==> src/rtl/if_fetch_unit_pkg.sv <==
// if_fetch_unit_pkg: shared widths, reset PC and fetch state encodings for the fetch stage.
package if_fetch_unit_pkg;
  localparam int INST_BUS = 32;
  localparam int REG_BUS = 64;
  localparam logic [63:0] PC_START = 64'h8000_0000;
  typedef enum logic [1:0] {
    IF_REQ  = 2'd0,
    IF_WAIT = 2'd1,
    IF_HOLD = 2'd2
  } if_state_e;
endpackage

==> src/rtl/if_fetch_unit_inst_select.sv <==
// if_inst_select: picks the 32-bit instruction word out of a 64-bit read beat.
module if_inst_select
  import if_fetch_unit_pkg::*;
(
  input  logic [REG_BUS-1:0]  data_i,
  input  logic                hi_i,
  output logic [INST_BUS-1:0] inst_o
);
  assign inst_o = hi_i ? data_i[REG_BUS-1:INST_BUS] : data_i[INST_BUS-1:0];
endmodule

==> src/rtl/if_fetch_unit.sv <==
// if_fetch_unit: PC holder issuing one aligned 64-bit read at a time and handing
// the selected instruction to decode over valid/ready, with exe_stage redirects.
module if_fetch_unit #(
  parameter int ADDR_W = 64,
  parameter logic [ADDR_W-1:0] PC_START = if_fetch_unit_pkg::PC_START
) (
  input  logic              clk,
  input  logic              rst,
  input  logic              redirect_valid,
  input  logic [ADDR_W-1:0] redirect_pc,
  output logic              req_valid,
  input  logic              req_ready,
  output logic [ADDR_W-1:0] req_addr,
  input  logic              resp_valid,
  input  logic [63:0]       resp_data,
  output logic              inst_valid,
  input  logic              inst_ready,
  output logic [31:0]       inst,
  output logic [ADDR_W-1:0] inst_pc,
  output logic [63:0]       fetch_cnt
);
  import if_fetch_unit_pkg::*;
  if_state_e state_q, state_d;
  logic [ADDR_W-1:0] pc_q, pc_d, tgt_q, tgt_d, inst_pc_q, inst_pc_d, rpc;
  logic drop_q, drop_d, inst_valid_q, inst_valid_d;
  logic [31:0] inst_q, inst_d, sel;
  logic [63:0] cnt_q, cnt_d;
  if_inst_select u_sel (.data_i(resp_data), .hi_i(pc_q[2]), .inst_o(sel));
  assign rpc = {redirect_pc[ADDR_W-1:2], 2'b00};
  assign req_valid = state_q == IF_REQ;
  assign req_addr = {pc_q[ADDR_W-1:3], 3'b000};
  assign inst_valid = inst_valid_q;
  assign inst = inst_q;
  assign inst_pc = inst_pc_q;
  assign fetch_cnt = cnt_q;
  always_comb begin
    state_d = state_q;
    pc_d = pc_q;
    tgt_d = tgt_q;
    drop_d = drop_q;
    inst_valid_d = inst_valid_q;
    inst_d = inst_q;
    inst_pc_d = inst_pc_q;
    cnt_d = cnt_q;
    if (state_q == IF_REQ) begin
      // req_addr must hold while the request is pending, so park the target in tgt_q
      if (redirect_valid) begin
        tgt_d = rpc;
        drop_d = 1'b1;
      end
      if (req_ready) begin
        state_d = IF_WAIT;
        pc_d = redirect_valid ? rpc : drop_q ? tgt_q : pc_q;
      end
    end else if (state_q == IF_WAIT) begin
      if (resp_valid) begin
        state_d = (redirect_valid || drop_q) ? IF_REQ : IF_HOLD;
        drop_d = 1'b0;
        pc_d = redirect_valid ? rpc : pc_q;
        if (!redirect_valid && !drop_q) begin
          inst_d = sel;
          inst_pc_d = pc_q;
          inst_valid_d = 1'b1;
        end
      end else if (redirect_valid) begin
        pc_d = rpc;
        drop_d = 1'b1;
      end
    end else if (state_q == IF_HOLD) begin
      cnt_d = inst_ready ? cnt_q + 64'd1 : cnt_q;
      if (redirect_valid || inst_ready) begin
        inst_valid_d = 1'b0;
        state_d = IF_REQ;
        pc_d = redirect_valid ? rpc : pc_q + ADDR_W'(4);
      end
    end
  end
  always_ff @(posedge clk or posedge rst) begin
    if (rst) begin
      state_q <= IF_REQ;
      pc_q <= PC_START;
      tgt_q <= '0;
      drop_q <= 1'b0;
      inst_valid_q <= 1'b0;
      inst_q <= '0;
      inst_pc_q <= '0;
      cnt_q <= '0;
    end else begin
      state_q <= state_d;
      pc_q <= pc_d;
      tgt_q <= tgt_d;
      drop_q <= drop_d;
      inst_valid_q <= inst_valid_d;
      inst_q <= inst_d;
      inst_pc_q <= inst_pc_d;
      cnt_q <= cnt_d;
    end
  end
endmodule

==> config.mk <==
export PLATFORM = sky130hd
export DESIGN_NAME = if_fetch_unit
export DESIGN_NICKNAME = d
export VERILOG_FILES = /design/src/rtl/if_fetch_unit_pkg.sv /design/src/rtl/if_fetch_unit_inst_select.sv /design/src/rtl/if_fetch_unit.sv
export SDC_FILE = /design/constraint.sdc
export NUM_CORES = 1
export LEC_CHECK = 0
export ABC_AREA = 1
export BUFFER_PORTS_ARGS = -buffer_cell sky130_fd_sc_hd__buf_4
export CAP_MARGIN = 5
export CORE_MARGIN = 2
export CORE_UTILIZATION = 45
export CTS_CLUSTER_SIZE = 8
export DETAILED_ROUTE_END_ITERATION = 7
export HOLD_SLACK_MARGIN = 0.06
export PLACE_DENSITY = 0.68
export SLEW_MARGIN = 20
export SYNTH_ARGS = -nofsm -noshare
export SYNTH_HDL_FRONTEND = slang
export SYNTH_SLANG_ARGS = --single-unit
export TNS_END_PERCENT = 50
==> constraint.sdc <==
create_clock -name clk -period 15.5 [get_ports clk]
set_input_delay 0.775 -clock clk [delete_from_list [all_inputs] [get_ports clk]]
set_output_delay 0.775 -clock clk [all_outputs]
set_load 0.03 [all_outputs]
==> impl_metrics.yaml, run 1 <==
clock_tree:
  cts_root_buf: "clkbuf_16"
  postCtsSetupBuffers: 0
  tritoncts: "yes"
  clock-sinks: 286
  clk_pin_slew_ns: 0.05
  numCtsBuffers: 42
  htree_levels: 2
  cts_hold_buf: 0
  insertion_delay_ns: 0.56
  clock_path_buffers: 3
  cts_resized: 0
route:
  first_pass_iters: 6
  ant_nets: 0
  dr_total_vias: 16090
  wirelength_um: 55700
  drc_errors: 0
  avgViaCountPerCell: 5.306
  drt_iter0_drc: 1026
  post_drt_wl_per_cell_um: 18.37
power_and_ir_drop:
  clkPwrFrac: 0.205
  internal-power_w: 0.002242
  vdd_drop_max_uv: 129.2
  p_comb_frac: 0.475
  p_sw_w: 0.001978
  p_leak_nw: 9.928
  power_switching_share: 0.4687
  seq_power_share: 0.320
  p_per_area_mw_per_mm2: 209.7
timing:
  rsz0062_at_grt: "no"
  hold_violations: 0
  final.min_clock_period_ns: 4.108
  setup_viol: 0
  drv_slew: 0
  worstMarginPinSlew_ns: 0.9303
  fin_worst_skew_ns: 0.02451
  min_period_over_period: 0.2650
  tns_ns: 0
  relSlewSlack: 0.3798
  max_freq_mhz: 243.4
floorplanning:
  die_w_um: 192.4
  io_pins: 360
  num_rows: 68
  die_area_mm2: 0.03700
  coreArea_mm2: 0.03471
  initial_core_util: 0.4599
  die_y_um: 192.4
logic_synthesis:
  syn_inst: 2235
  ys_types: 40
  postSynthAreaPerCell_um2: 7.143
  synth_ff_type: "dfrtp_1"
  ys_warn_count: 0
  synth_edf_count: 0
  yosys_register_bits: 286
  netlist_area_mm2: 0.01597
  seq_area_frac_synth: 0.4484
  synthArstFlopShare: 1.000
min_path:
  hp-class: "in2async"
worst_setup_path:
  crit_fanout: 72
  start_kind: "flop"
  regToRegSetupSlack_ns: 11.39
  path_class: "reg2reg"
  cp.required_ns: 15.93
  arrival_ns: 4.54
  cp-end-kind: "flop"
finish:
  area_growth_pct: 26.06
  final_cells: 3032
  final_cell_mix: "nand2_1 (592), nor2_1 (438), buf_4 (363)"
  fillerInstances: 3303
  final_common_cell: "nand2_1"
  post_route_cells_drive_above_1_share: 0.1799
  nets: 2697
global_routing:
  grt_max_degree: 113
  grt_pass1_vias: 15390
  grt_pass1_wl_um: 85250
  antenna_found_initial: 6
  track_usage: 0.2994
  gr-total-overflow: 0
placed_design:
  dp_cells: 2971
  io_buffers: 352
  place_hpwl_um: 40220
  place_congestion: 0.9377
status:
  status: "finished clean"
flow_run:
  cap_violations: 0
## cells by family after synthesis
| logic type | share of synthesized area |
|---|---|
| AOI/OAI and AO/OA | 0.1160 |
| xor gates and xnor gates | 0.03895 |
| adders and majority gates | 0.001567 |
| buffers and inverters | 0.07853 |
| DFF | 0.4484 |
| other | 0.0002349 |
| and+or+nand+nor | 0.3164 |
## registers in the layout, indices dropped and copies added (netlist names)
register and flops:
drop_q 1, inst_pc 62, fetch_cnt 64, inst_valid 1
state_q 2, inst 32, pc_q 62, tgt_q 62
## final cells by class
cell class	instances	area, µm²	share of cell area
Tap cell	455	569.3	0.02829
Antenna cell	4	10.01	0.0004974
Timing Repair Buffer	364	2745	0.1364
Multi-Input combinational cell	1638	7581	0.3767
Inverter	229	869.6	0.04321
Sequential cell	286	7158	0.3557
Clock inverter	3	68.82	0.003419
Clock buffer	53	1124	0.05583
## metal layers
| metal | wire length [µm] | up-vias | share of wire | track usage |
|---|---|---|---|---|
| met5 | 28 | - | 0.00050 | 0 |
| met4 | 2246 | 4 | 0.040 | 0.1430 |
| met3 | 4396 | 121 | 0.079 | 0.05928 |
| met2 | 26360 | 613 | 0.47 | 0.4945 |
| met1 | 22670 | 7637 | 0.41 | 0.3770 |
| li1 | - | 7713 | - | - |
## synthesized netlist by cell type, types with 8 or more instances
master	number	area, µm²
nand4_1	27	168.9
nand3_1	96	480.5
inv_2	8	30.03
dfrtp_1	285	7132
clkbuf_1	38	142.6
nand2_2	8	50.05
nor2_4	14	157.7
inv_1	220	825.8
nor3_1	17	85.08
o21ai_0	227	1136
nor2_1	438	1644
xor2_1	59	516.8
xnor2_1	12	105.1
a31oi_1	38	237.7
nand2_1	592	2222
a21oi_1	47	235.2
a22oi_1	22	165.2
buf_2	36	180.2
nor2_2	8	50.05
## power groups by stage
| stage | clock network (W) | logic, W | registers, W |
|---|---|---|---|
| after detailed placement | 0 | 0.00200 | 0.00135 |
| final | 0.000866 | 0.00200 | 0.00135 |
| after CTS | 0.000880 | 0.00200 | 0.00135 |
| after global routing | 0.000910 | 0.00220 | 0.00138 |
| after global placement | 0 | 0.00196 | 0.00135 |
| after floorplan | 0 | 0.000914 | 0.00168 |
## worst max-delay path: stages, from the launching register on
cell and delay, ns:
dfrtp_1 0.48, nor2_4 0.13, buf_4 0.67, inv_2 0.25, o22ai_2 0.20, nor2_1 0.07
nand2_2 0.06, buf_4 0.68, clkinv_2 0.98, nor2_1 0.32, a21oi_1 0.06
## through the flow
| step | hold slack, ns | setup slack (ns) | total power, W | util | cell area (µm²) |
|---|---|---|---|---|---|
| detailed placement | 0.4753 | 11.75 | 0.003348 | 0.5445 | 18900 |
| CTS | 0.3495 | 11.73 | 0.004229 | 0.5788 | 20090 |
| global placement | 0.4621 | 11.75 | 0.003310 | 0.5445 | 18900 |
| global route | 0.3971 | 11.09 | 0.004493 | 0.5798 | 20130 |
| floorplan | 0.4534 | 6.834 | 0.002594 | - | 15980 |
| finish | 0.3425 | 11.39 | 0.004219 | 0.5798 | 20130 |
## path summary, 6_finish.rpt
check | from | to | cells after the start
max in group asynchronous | rst | pc_q[57]$_DFFE_PP0P_ | 4
min in group clk | redirect_pc[37] | tgt_q[37]$_DFFE_PP0P_ | 3
max reg2reg | state_q[1]$_DFFE_PP0P_ | pc_q[25]$_DFFE_PP0P_ | 10
max | state_q[1]$_DFFE_PP0P_ | pc_q[25]$_DFFE_PP0P_ | 10
min | rst | fetch_cnt[8]$_DFFE_PP0P_ | 2
min reg2reg | inst_pc[48]$_DFFE_PP0P_ | inst_pc[48]$_DFFE_PP0P_ | 2
Power figures use the tool's default switching activity.
==> run 2: changes to the inputs <==
==> constraint.sdc (replaced) <==
create_clock -name clk -period 4.3 [get_ports clk]
set_input_delay 0.215 -clock clk [delete_from_list [all_inputs] [get_ports clk]]
set_output_delay 0.215 -clock clk [all_outputs]
set_load 0.03 [all_outputs]
==> impl_metrics.yaml, run 2 (synthesized netlist as in run 1, its figures left out) <==
status:
  status: "finished clean"
clock_tree:
  clk_pin_slew_ns: 0.05
  tritoncts: "yes"
  htree_levels: 2
  cts_root_buf: "clkbuf_16"
  clock_path_buffers: 3
  clock-sinks: 286
  cts_resized: 0
  insertion_delay_ns: 0.54
  numCtsBuffers: 41
timing:
  hold_violations: 0
  worstMarginPinSlew_ns: 1.113
  fin_worst_skew_ns: 0.02206
  max_freq_mhz: 327.5
  drv_slew: 0
  whs_ns: 0.08783
  setup_viol: 0
  final.min_clock_period_ns: 3.053
  min_period_over_period: 0.7101
  relSlewSlack: 0.2581
  tns_ns: 0
  rsz0062_at_grt: "no"
worst_setup_path:
  r2r_end: "pc_q[3]$_DFFE_PP0P_"
  start_kind: "flop"
  crit_start: "state_q[1]$_DFFE_PP0P_"
  cp.required_ns: 4.66
  cp-end-kind: "flop"
  r2r_start: "state_q[1]$_DFFE_PP0P_"
  worst-r2r-cell-count: 9
  regToRegSetupSlack_ns: 1.25
  arrival_ns: 3.42
  crit_fanout: 60
  path_class: "reg2reg"
min_path:
  worstHoldStart: "redirect_valid"
  hp-class: "in2reg"
  min_path_cells: 4
  hold_end: "inst_valid$_DFFE_PP0P_"
route:
  wirelength_um: 56870
  first_pass_iters: 5
  ant_nets: 0
  post_drt_wl_per_cell_um: 18.00
  dr_total_vias: 16550
  drt_iter0_drc: 1074
  drc_errors: 0
  avgViaCountPerCell: 5.238
placed_design:
  place_hpwl_um: 40120
  io_buffers: 352
  place_congestion: 0.9192
global_routing:
  track_usage: 0.3042
  grt_max_degree: 135
  gr-total-overflow: 0
  grt_pass1_vias: 15970
  grt_pass1_wl_um: 87150
  antenna_found_initial: 5
floorplanning:
  die_area_mm2: 0.03700
  coreArea_mm2: 0.03471
  io_pins: 360
  num_rows: 68
  initial_core_util: 0.4599
  die_w_um: 192.4
  die_y_um: 192.4
finish:
  post-route-util: 0.6159
  fillerInstances: 3111
  area_growth_pct: 33.91
  nets: 2824
  final_common_cell: "nand2_1"
  final_cell_mix: "nand2_1 (592), nor2_1 (438), buf_4 (359)"
  post_route_cells_drive_above_1_share: 0.1700
  largest_reg_flops: 64
power_and_ir_drop:
  power_w: 0.01540
  vdd_drop_max_uv: 592.9
  p_leak_nw: 10.42
  p_per_area_mw_per_mm2: 720.5
flow_run:
  cap_violations: 0
==> run 2: changes by cell type in the layout (fill, tap and decap cells not counted), sizes merged <==
cell and delta:
buf -1, bufinv -2, clkbuf +1, clkinvlp +1, diode +1, dlygate4sd3 +129, inv -1
==> run 2: cell type report <==
type / count / area [µm²] / area share
antenna: 5 / 12.51 / 0.0005852
clock buffer: 54 / 1117 / 0.05226
clock inverter: 1 / 8.758 / 0.0004097
inverter: 229 / 865.8 / 0.04050
multi-input combinational: 1638 / 7581 / 0.3546
sequential: 286 / 7158 / 0.3348
tap: 455 / 569.3 / 0.02663
timing repair buffer: 492 / 4066 / 0.1902
==> run 2: critical path: stages (launching register included) <==
cell and delay, ns:
dfrtp_1 0.48, nor2_4 0.16, buf_4 0.63, nand2_1 0.17
o22ai_1 0.15, nor2_1 0.07, nand2_2 0.07, clkinv_2 0.69
nor2_1 0.36, a31oi_1 0.08
==> run 2: report_power, final <==
part / leakage [nW] / internal, W / total, W / switching, W
Clock: 0.547 / 0.00178 / 0.00294 / 0.00116
Sequential: 3.47 / 0.00380 / 0.00487 / 0.00107
Combinational: 6.41 / 0.00264 / 0.00759 / 0.00496
==> run 2: layer usage <==
layer,track usage,vias to the layer above,part of all wire
met5,0,-,0
met4,0.1245,0,0.039
met3,0.06147,117,0.077
met2,0.5068,661,0.47
met1,0.3868,7783,0.41
li1,-,7990,-
==> run 2: how the worst max path moves through the flow <==
| stage | end | slack, ns |
|---|---|---|
| after floorplan | drop_q$_DFFE_PP0N_ | 0.29 |
| after global placement | pc_q[15]$_DFFE_PP0P_ | 1.54 |
| after detailed placement | pc_q[9]$_DFFE_PP0P_ | 1.50 |
| after CTS | pc_q[9]$_DFFE_PP0P_ | 1.48 |
| after global routing | pc_q[3]$_DFFE_PP0P_ | 1.0 |
| final | pc_q[3]$_DFFE_PP0P_ | 1.25 |
==> run 2: metrics by stage <==
step	worst slack (ns)	instance area, µm²	instances
6_report	1.247	21380	3160
5_1_grt	0.9960	21380	3160
4_1_cts	1.479	21360	3155
3_5_place_dp	1.496	18950	2971
3_3_place_gp	1.537	18950	2971
2_1_floorplan	0.2946	15980	2239
==> run 2: what timing repair did <==
action,CTS,global route
hold buffers,129,0
hold endpoints to repair,391,0
setup buffers,0,0
